===== src/rtl/relogio_pkg.sv =====
// Shared types, limits and BCD increment helpers for the clock time-setting logic.
package relogio_pkg;

  typedef enum logic [1:0] {RUN, EDIT_H, EDIT_M, COMMIT} estado_ajuste_t;

  localparam logic [1:0] HORA_MAX_MSD = 2'd2;
  localparam logic [3:0] HORA_MAX_LSD = 4'd3;
  localparam logic [2:0] MIN_MAX_MSD  = 3'd5;
  localparam logic [3:0] BCD_MAX      = 4'd9;

  localparam logic [1:0] CAMPO_NENHUM = 2'b00;
  localparam logic [1:0] CAMPO_HORA   = 2'b01;
  localparam logic [1:0] CAMPO_MIN    = 2'b10;

  // Anything at or past 23 (including illegal captured values) wraps to 00.
  function automatic logic [5:0] inc_hora(input logic [1:0] msd, input logic [3:0] lsd);
    if (msd > HORA_MAX_MSD || (msd == HORA_MAX_MSD && lsd >= HORA_MAX_LSD))
      return 6'd0;
    else if (lsd >= BCD_MAX)
      return {msd + 2'd1, 4'd0};
    else
      return {msd, lsd + 4'd1};
  endfunction

  function automatic logic [6:0] inc_min(input logic [2:0] msd, input logic [3:0] lsd);
    if (msd > MIN_MAX_MSD || (msd == MIN_MAX_MSD && lsd >= BCD_MAX))
      return 7'd0;
    else if (lsd >= BCD_MAX)
      return {msd + 3'd1, 4'd0};
    else
      return {msd, lsd + 4'd1};
  endfunction

endpackage


===== src/rtl/debounce_botao.sv =====
// Push-button conditioner: 2-FF synchronizer, stability counter and one-cycle press pulse.
module debounce_botao #(
  parameter int unsigned DEBOUNCE_CYCLES = 50000
) (
  input  logic clk,
  input  logic rst,
  input  logic btn,
  output logic nivel,
  output logic pulso
);

  localparam int unsigned CW = (DEBOUNCE_CYCLES > 1) ? $clog2(DEBOUNCE_CYCLES) : 1;
  localparam logic [CW-1:0] CNT_MAX = CW'(DEBOUNCE_CYCLES - 1);

  logic          sync1, sync2, amostra_ant;
  logic [CW-1:0] cnt;

  always_ff @(posedge clk) begin
    if (rst) begin
      sync1       <= 1'b0;
      sync2       <= 1'b0;
      amostra_ant <= 1'b0;
      cnt         <= '0;
      nivel       <= 1'b0;
      pulso       <= 1'b0;
    end else begin
      sync1       <= btn;
      sync2       <= sync1;
      amostra_ant <= sync2;
      pulso       <= 1'b0;
      if (sync2 != amostra_ant) begin
        cnt <= '0;
      end else if (sync2 != nivel) begin
        if (cnt == CNT_MAX) begin
          cnt   <= '0;
          nivel <= sync2;
          pulso <= sync2;
        end else begin
          cnt <= cnt + 1'b1;
        end
      end else begin
        cnt <= '0;
      end
    end
  end

endmodule


===== src/rtl/ajuste_relogio.sv =====
// Time-setting front end: debounced mode/inc buttons drive a BCD hour/minute edit FSM
// that emits a one-cycle load strobe. Optional hold-to-repeat via AUTO_REPEAT_EN.
module ajuste_relogio
  import relogio_pkg::*;
#(
  parameter int unsigned DEBOUNCE_CYCLES = 50000,
  parameter int unsigned REPEAT_CYCLES   = 25000000
) (
  input  logic       clk,
  input  logic       rst,
  input  logic       btn_mode,
  input  logic       btn_inc,
  input  logic [1:0] cur_h_msd,
  input  logic [3:0] cur_h_lsd,
  input  logic [2:0] cur_m_msd,
  input  logic [3:0] cur_m_lsd,
  output logic [1:0] set_h_msd,
  output logic [3:0] set_h_lsd,
  output logic [2:0] set_m_msd,
  output logic [3:0] set_m_lsd,
  output logic       load,
  output logic       editing,
  output logic [1:0] campo
);

  estado_ajuste_t estado;
  logic mode_press, inc_press, inc_nivel, mode_nivel_unused;
  logic rep_tick, inc_ev, em_edicao;

  debounce_botao #(.DEBOUNCE_CYCLES(DEBOUNCE_CYCLES)) u_db_mode (
    .clk   (clk),
    .rst   (rst),
    .btn   (btn_mode),
    .nivel (mode_nivel_unused),
    .pulso (mode_press)
  );

  debounce_botao #(.DEBOUNCE_CYCLES(DEBOUNCE_CYCLES)) u_db_inc (
    .clk   (clk),
    .rst   (rst),
    .btn   (btn_inc),
    .nivel (inc_nivel),
    .pulso (inc_press)
  );

  assign em_edicao = (estado == EDIT_H) || (estado == EDIT_M);

`ifdef AUTO_REPEAT_EN
  localparam int unsigned RW = (REPEAT_CYCLES > 1) ? $clog2(REPEAT_CYCLES) : 1;
  localparam logic [RW-1:0] REP_MAX = RW'(REPEAT_CYCLES - 1);

  logic [RW-1:0] rep_cnt;
  logic          rep_ativo;

  assign rep_ativo = em_edicao && inc_nivel && !mode_press;
  assign rep_tick  = rep_ativo && (rep_cnt == REP_MAX);

  always_ff @(posedge clk) begin
    if (rst)
      rep_cnt <= '0;
    else if (rep_ativo)
      rep_cnt <= (rep_cnt == REP_MAX) ? '0 : rep_cnt + 1'b1;
    else
      rep_cnt <= '0;
  end
`else
  localparam int unsigned REPEAT_CYCLES_UNUSED = REPEAT_CYCLES;
  logic inc_nivel_unused;
  assign inc_nivel_unused = inc_nivel;
  assign rep_tick         = 1'b0;
`endif

  assign inc_ev = inc_press || rep_tick;

  // Mode is checked before inc in every edit state, so a simultaneous inc is dropped.
  always_ff @(posedge clk) begin
    if (rst) begin
      estado    <= RUN;
      set_h_msd <= '0;
      set_h_lsd <= '0;
      set_m_msd <= '0;
      set_m_lsd <= '0;
      load      <= 1'b0;
      editing   <= 1'b0;
      campo     <= CAMPO_NENHUM;
    end else begin
      load <= 1'b0;
      case (estado)
        RUN: begin
          if (mode_press) begin
            estado    <= EDIT_H;
            set_h_msd <= cur_h_msd;
            set_h_lsd <= cur_h_lsd;
            set_m_msd <= cur_m_msd;
            set_m_lsd <= cur_m_lsd;
            editing   <= 1'b1;
            campo     <= CAMPO_HORA;
          end
        end
        EDIT_H: begin
          if (mode_press) begin
            estado <= EDIT_M;
            campo  <= CAMPO_MIN;
          end else if (inc_ev) begin
            {set_h_msd, set_h_lsd} <= inc_hora(set_h_msd, set_h_lsd);
          end
        end
        EDIT_M: begin
          if (mode_press) begin
            estado <= COMMIT;
            campo  <= CAMPO_NENHUM;
            load   <= 1'b1;
          end else if (inc_ev) begin
            {set_m_msd, set_m_lsd} <= inc_min(set_m_msd, set_m_lsd);
          end
        end
        COMMIT: begin
          estado  <= RUN;
          editing <= 1'b0;
        end
        default: begin
          estado  <= RUN;
          editing <= 1'b0;
          campo   <= CAMPO_NENHUM;
        end
      endcase
    end
  end

endmodule

===== config.mk =====
export PLATFORM = sky130hd
export DESIGN_NAME = ajuste_relogio
export DESIGN_NICKNAME = d
export VERILOG_FILES = /design/src/rtl/relogio_pkg.sv /design/src/rtl/debounce_botao.sv /design/src/rtl/ajuste_relogio.sv
export SDC_FILE = /design/constraint.sdc
export NUM_CORES = 1
export LEC_CHECK = 0
export ABC_CLOCK_PERIOD_IN_PS = 2700
export CAP_MARGIN = 20
export CORE_MARGIN = 3
export CORE_UTILIZATION = 40
export CTS_CLUSTER_DIAMETER = 30
export DETAILED_ROUTE_END_ITERATION = 6
export PLACE_DENSITY = 0.67
export SYNTH_ARGS = -nofsm -noshare
export SYNTH_HDL_FRONTEND = slang
export SYNTH_HIERARCHICAL = 1
export SYNTH_SLANG_ARGS = --single-unit

===== constraint.sdc =====
create_clock -name clk -period 2.7 [get_ports clk]
set_input_delay 0.405 -clock clk [delete_from_list [all_inputs] [get_ports clk]]
set_output_delay 0.405 -clock clk [all_outputs]
set_load 0.005 [all_outputs]

==> results of run 1 <==
==> flip-flops by register name (all words and copies together) (netlist names) <==
| name | flops |
|---|---|
| u_db_inc/cnt | 16 |
| u_db_mode/cnt | 16 |
| set_h_lsd | 4 |
| set_m_lsd | 4 |
| set_m_msd | 3 |
| campo | 2 |
| estado | 2 |
| set_h_msd | 2 |
| editing | 1 |
| load | 1 |
| u_db_inc/amostra_ant | 1 |
| u_db_inc/nivel | 1 |
| u_db_inc/pulso | 1 |
| u_db_inc/sync1 | 1 |
| u_db_inc/sync2 | 1 |
| u_db_mode/amostra_ant | 1 |
| u_db_mode/nivel | 1 |
| u_db_mode/pulso | 1 |
| u_db_mode/sync1 | 1 |
| u_db_mode/sync2 | 1 |
==> cell families after synthesis <==
logic type / count (synthesis) / synth area share
DFF: 61 / 0.391
muxes: 4 / 0.0144
and+or+nand+nor: 147 / 0.290
xor gates and xnor gates: 28 / 0.0785
AOI/OAI and AO/OA: 51 / 0.123
adders and majority gates: 16 / 0.0641
buffers and inverters: 29 / 0.0397
==> worst max-delay path: cells and delay by family (launching register included) <==
family	cells	cell delay, ns
simple gates	2	0.92
flops	1	0.39
mux	1	0.29
fa+ha+maj	1	0.26
compound gates	1	0.13
buf+inv	1	0.09
==> through the flow <==
stage	hold WS, ns	cell area (um2)	cells	power [mW]
finish	0.436	3750	480	1.75
global route	0.452	3750	480	1.83
CTS	0.442	3750	480	1.78
detailed placement	0.427	3550	464	0.970
global placement	0.422	3550	464	0.970
floorplan	0.414	3120	336	0.939
==> placed cells by master (no fill, tap or decap), types with 4 or more instances in the layout <==
| cell type | n |
|---|---|
| a211oi_1 | 7 |
| a21oi_1 | 8 |
| and4_1 | 4 |
| and4bb_2 | 4 |
| clkbuf_8 | 10 |
| clkdlybuf4s50_1 | 33 |
| dfxtp_1 | 61 |
| ha_1 | 16 |
| inv_1 | 23 |
| nand2_1 | 14 |
| nand2b_1 | 4 |
| nand3_1 | 9 |
| nand4_1 | 11 |
| nor2_1 | 42 |
| nor2b_1 | 8 |
| nor3_1 | 12 |
| nor4_2 | 6 |
| o211ai_1 | 4 |
| o31ai_1 | 4 |
| xnor2_1 | 20 |
| xor2_1 | 8 |
==> layer usage <==
layer  share of wire  track usage  vias to the layer above
met5               0            0                        -
met4           0.012       0.0554                        0
met3           0.043       0.0470                        5
met2            0.42        0.226                       40
met1            0.52        0.194                     1128
li1                -            -                     1295
==> worst paths after layout <==
check	to	start	cells after the start	slack, ns
setup / recovery	set_h_lsd[2]$_SDFFE_PP0P_	estado[0]$_SDFFE_PP0P_	6	0.55
hold reg to reg	u_db_inc/sync2$_SDFF_PP0_	u_db_inc/sync1$_SDFF_PP0_	1	0.44
setup reg to reg	set_h_lsd[2]$_SDFFE_PP0P_	estado[0]$_SDFFE_PP0P_	6	0.55
hold / removal	u_db_inc/sync2$_SDFF_PP0_	u_db_inc/sync1$_SDFF_PP0_	1	0.44
==> power by group <==
| group | leakage [nW] | internal, mW | switching, mW |
|---|---|---|---|
| combinational | 0.652 | 0.0278 | 0.0167 |
| sequential | 0.492 | 0.903 | 0.00223 |
| clock | 0.0964 | 0.449 | 0.347 |
==> cell type report <==
type,count,area [um2]
inverter,23,86.3
timing repair buffer,35,345
tap,99,124
clock inverter,4,47.5
sequential,61,1220
fill,693,3660
multi-input combinational,246,1780
clock buffer,12,145
==> Yosys cell counts, drive strengths merged, types with 2 or more instances <==
library cell  instances  area share
a311oi                3      0.0084
nand2                16       0.021
a21o                  2      0.0048
nor4b                 3      0.0084
o211ai                4      0.0096
ha                   16       0.064
and2                  2      0.0040
o31ai                 4      0.0096
a22oi                 3      0.0072
nor4bb                2      0.0064
nor2b                 8       0.016
o221a                 3       0.011
clkbuf                3      0.0036
and3                  4      0.0084
and4bb                4       0.016
nor2                 43       0.052
xnor2                20       0.056
and4                  4       0.011
or3b                  4       0.011
nand4                13       0.036
nor4                  8       0.028
nand3                11       0.021
inv                  23       0.028
nand3b                2      0.0048
a21oi                10       0.018
nor3                 12       0.019
a32o                  2      0.0064
a211oi                7       0.017
mux2i                 3      0.0096
xor2                  8       0.022
dfxtp                61        0.39
o21ai                 4      0.0064
nor3b                 3      0.0072
buf                   3      0.0084
a2bb2oi               2      0.0056
nand2b                4      0.0080
==> flow_summary.json, run 1 <==
{
  "grt_overflow_total": 0,
  "post_cts_resized": 0,
  "synth_edf_count": 0,
  "io_buffers": 33,
  "finalHoldViolations": 0,
  "clock_sinks": 61,
  "wl_um": 6150,
  "grt_pass1_vias": 2363,
  "setup_violations": 0,
  "place.gp.congestion": 0.846,
  "async_flop_share": 0,
  "slew_headroom": 0.601,
  "vdd.ir_drop.worst_mv": 0.253,
  "critical_path_required_ns": 2.96,
  "post_cts_buffers": 0,
  "post_synth.cell_area_avg_um2": 9.29,
  "hpwl_um": 4380,
  "die-area_um2": 8900,
  "fmax_mhz": 464,
  "rsz0062_at_grt": "no",
  "slowest_delay_ns": 0.50,
  "synth-warning-count": 6,
  "critical_path_class": "reg2reg",
  "cts_buffers": 9,
  "core_region_area_um2": 7410,
  "diodes": 0,
  "vias_per_cell": 5.14,
  "path_clk_slew_ns": 0.07,
  "holdBufCountCts": 0,
  "root_buffer": "clkbuf_8",
  "netlist_area_um2": 3120,
  "dp_slack_ns": 0.567,
  "tritoncts": "built",
  "leakage_nw": 1.24,
  "critPathMaxFanout": 6,
  "hold_class": "reg2reg",
  "fin_skew_ns": 0.0103,
  "crit_path_start_kind": "register",
  "critPathCaptureType": "register",
  "worstPathArrival_ns": 2.42,
  "drive_gt1_frac": 0.110,
  "nNetsFinal": 409,
  "grt_pass1_wl_um": 10500,
  "postLayoutCoreUtil": 0.506,
  "slew_viol_final": 0,
  "die_y_um": 94.4,
  "synth-seq-area-share": 0.391,
  "clk_path_buf_depth": 2,
  "maxCapViolations": 0,
  "grt_use_total": 0.148,
  "pwr_density_cell_nw_per_um2": 466,
  "status": "finished, final reports clean",
  "grt_max_degree": 15,
  "htree_levels": 3,
  "ant_nets": 0,
  "syn-num-nets": 369,
  "setup_tns_ns": 0,
  "num_rows": 31,
  "post-route-min-period_ns": 2.15,
  "wl_per_cell_um": 12.8,
  "fin_crit_sh": 0.798,
  "pin_count": 34,
  "ys.flop_type": "dfxtp_1",
  "initial_core_util": 0.422,
  "ys_types": 58,
  "dr_total_vias": 2468,
  "tightest_slew_ns": 0.582,
  "crit_chain": "inv_1 > ha_1 > or3b_1 > mux2_4 > or4b_1 > a21oi_1",
  "drc_errors": 0,
  "firstDrtPassIters": 4,
  "die_w_um": 94.4,
  "syn_inst": 336,
  "insertion_delay_ns": 0.33,
  "crit_slowest_cell": "or4b_1",
  "ys_ff_latch": 61,
  "area_growth_pct": 20.0,
  "grt_antenna_before_repair": 0,
  "drtIter0Drc": 105,
  "fin_ws_ns": 0.546
}
Power figures use the tool's default switching activity.
==> run 2, diff against run 1 <==
--- a/config.mk
+++ b/config.mk
@@ -5,7 +5,7 @@
 export SDC_FILE = /design/constraint.sdc
 export NUM_CORES = 1
 export LEC_CHECK = 0
-export ABC_CLOCK_PERIOD_IN_PS = 2700
+export ABC_CLOCK_PERIOD_IN_PS = 2200
 export CAP_MARGIN = 20
 export CORE_MARGIN = 3
 export CORE_UTILIZATION = 40
==> constraint.sdc (replaced) <==
create_clock -name clk -period 2.2 [get_ports clk]
set_input_delay 0.33 -clock clk [delete_from_list [all_inputs] [get_ports clk]]
set_output_delay 0.33 -clock clk [all_outputs]
set_load 0.005 [all_outputs]
==> run 2 against run 1 <==
- worst hold slack about the same
- cell area up 1.2%
- clock-buffer cell count fell by 1
- combinational power rose by 25%
- sequential power grew 23%
- clock power rose by 25%
- critical endpoint unchanged
- largest cell class unchanged
==> flow_summary.json, run 2 (synthesis results as in run 1) <==
{
  "clk_path_buf_depth": 2,
  "pwr_density_cell_nw_per_um2": 572,
  "dr_total_vias": 2530,
  "grt_antenna_before_repair": 0,
  "tritoncts": "built",
  "ant_nets": 0,
  "multi_input_area_um2": 1780,
  "p_switching_mw": 0.452,
  "num_rows": 31,
  "regArea_um2": 1220,
  "hpwl_um": 4400,
  "hold_class": "reg2reg",
  "path_clk_slew_ns": 0.07,
  "grt_use_met3": 0.0454,
  "rr_worst_depth": 6,
  "finalHoldViolations": 0,
  "post_cts_buffers": 0,
  "tightest_slew_ns": 0.545,
  "place.gp.congestion": 0.886,
  "cts_buffers": 9,
  "reg_top3": "u_db_inc/cnt (16), u_db_mode/cnt (16)",
  "core_region_area_um2": 7410,
  "drive_gt1_frac": 0.127,
  "post-route-min-period_ns": 2.05,
  "postLayoutCoreUtil": 0.512,
  "critical_path_class": "reg2reg",
  "leakage_nw": 1.27,
  "r2r_start": "estado[1]$_SDFFE_PP0P_",
  "reg2reg_to": "set_h_lsd[2]$_SDFFE_PP0P_",
  "setup_tns_ns": 0,
  "grtUsageMet2": 0.241,
  "seq_power_share": 0.512,
  "wl_um": 6070,
  "use_met1": 0.188,
  "slew_headroom": 0.636,
  "clock_sinks": 61,
  "grt_use_total": 0.150,
  "critPathCaptureType": "register",
  "die_y_um": 94.4,
  "drtIter0Drc": 104,
  "slew_viol_final": 0,
  "drc_errors": 0,
  "root_buffer": "clkbuf_8",
  "status": "finished, final reports clean",
  "wl_per_cell_um": 12.5,
  "initial_core_util": 0.422,
  "firstDrtPassIters": 4,
  "fmax_mhz": 488,
  "htree_levels": 3,
  "p_clk_frac": 0.462,
  "fin_skew_ns": 0.00689,
  "pin_count": 34,
  "crit_path_start_kind": "register",
  "layout_common_cells": "dfxtp_1 (60), nor2_1 (42), clkdlybuf4s50_1 (33)",
  "grt_pass1_wl_um": 10800,
  "critPathMaxFanout": 4,
  "fin_crit_sh": 0.932,
  "grt_overflow_total": 0,
  "vias_per_cell": 5.23,
  "vdd.ir_drop.worst_mv": 0.352,
  "holdPathEnd": "u_db_inc/sync2$_SDFF_PP0_",
  "hold_path.startpoint": "u_db_inc/sync1$_SDFF_PP0_",
  "setup_violations": 0,
  "worstPathArrival_ns": 2.32,
  "top_usage_layer": "met2",
  "r2r_slack_ns": 0.15,
  "nNetsFinal": 414,
  "switching_share": 0.208,
  "fillers": 685,
  "crit_start": "estado[1]$_SDFFE_PP0P_",
  "internal-power_mw": 1.72,
  "io_buffers": 33,
  "area_growth_pct": 21.4,
  "diodes": 0,
  "grt_max_degree": 15,
  "die_w_um": 94.4,
  "p_comb_frac": 0.026,
  "critical_path_required_ns": 2.47,
  "insertion_delay_ns": 0.33,
  "min_path_cells": 1,
  "maxCapViolations": 0,
  "grt_pass1_vias": 2453,
  "rsz0062_at_grt": "no",
  "die-area_um2": 8900,
  "final_common_cell": "dfxtp_1"
}
## run 2: per-stage QoR
step / power, mW / setup slack [ns] / cells / cell area, um2 / hold WS [ns]
CTS: 2.21 / 0.109 / 484 / 3790 / 0.438
floorplan: 1.15 / 0.176 / 336 / 3120 / 0.402
global route: 2.26 / 0.00223 / 484 / 3790 / 0.456
finish: 2.17 / 0.150 / 484 / 3790 / 0.437
detailed placement: 1.19 / 0.124 / 469 / 3590 / 0.423
global placement: 1.19 / 0.178 / 469 / 3590 / 0.421
## run 2: power by group through the flow
| stage | logic (mW) | clock network (mW) | registers [mW] |
|---|---|---|---|
| finish | 0.0556 | 1.00 | 1.11 |
| global route | 0.0601 | 1.09 | 1.11 |
| CTS | 0.0565 | 1.04 | 1.11 |
| detailed placement | 0.0558 | 0 | 1.14 |
| global placement | 0.0555 | 0 | 1.14 |
| floorplan | 0.0167 | 0 | 1.14 |
## run 2: layer usage
layer	vias to the layer above	part of all wire
li1	1301	-
met1	1175	0.49
met2	47	0.45
met3	7	0.047
met4	0	0.012
met5	-	0
## run 2: final cells by class
cell class | count | share of cell area
Multi-Input combinational cell | 246 | 0.469
Sequential cell | 61 | 0.322
Timing Repair Buffer | 40 | 0.101
Clock buffer | 11 | 0.0399
Tap cell | 99 | 0.0327
Inverter | 23 | 0.0228
Clock inverter | 4 | 0.0125
## run 2: repair_timing
action / 4_1_cts / 5_1_grt
setup endpoints to repair: 0 / 1
resized for setup: 0 / 1
hold buffers: 0 / 0
## run 2: worst max path at each step
stage                                           end  depth (start not counted)
after floorplan           set_h_lsd[2]$_SDFFE_PP0P_                          6
after global placement    set_h_lsd[2]$_SDFFE_PP0P_                          6
after detailed placement  set_h_lsd[2]$_SDFFE_PP0P_                          6
after CTS                 set_h_lsd[2]$_SDFFE_PP0P_                          6
after global routing      set_h_lsd[2]$_SDFFE_PP0P_                          6
final                     set_h_lsd[2]$_SDFFE_PP0P_                          6
## run 2: worst max-delay path, stage by stage (launching register included)
cell and delay [ns]:
dfxtp_1 0.37, inv_1 0.10, ha_1 0.20, or3b_1 0.40
mux2_4 0.29, or4b_1 0.50, a21oi_1 0.12
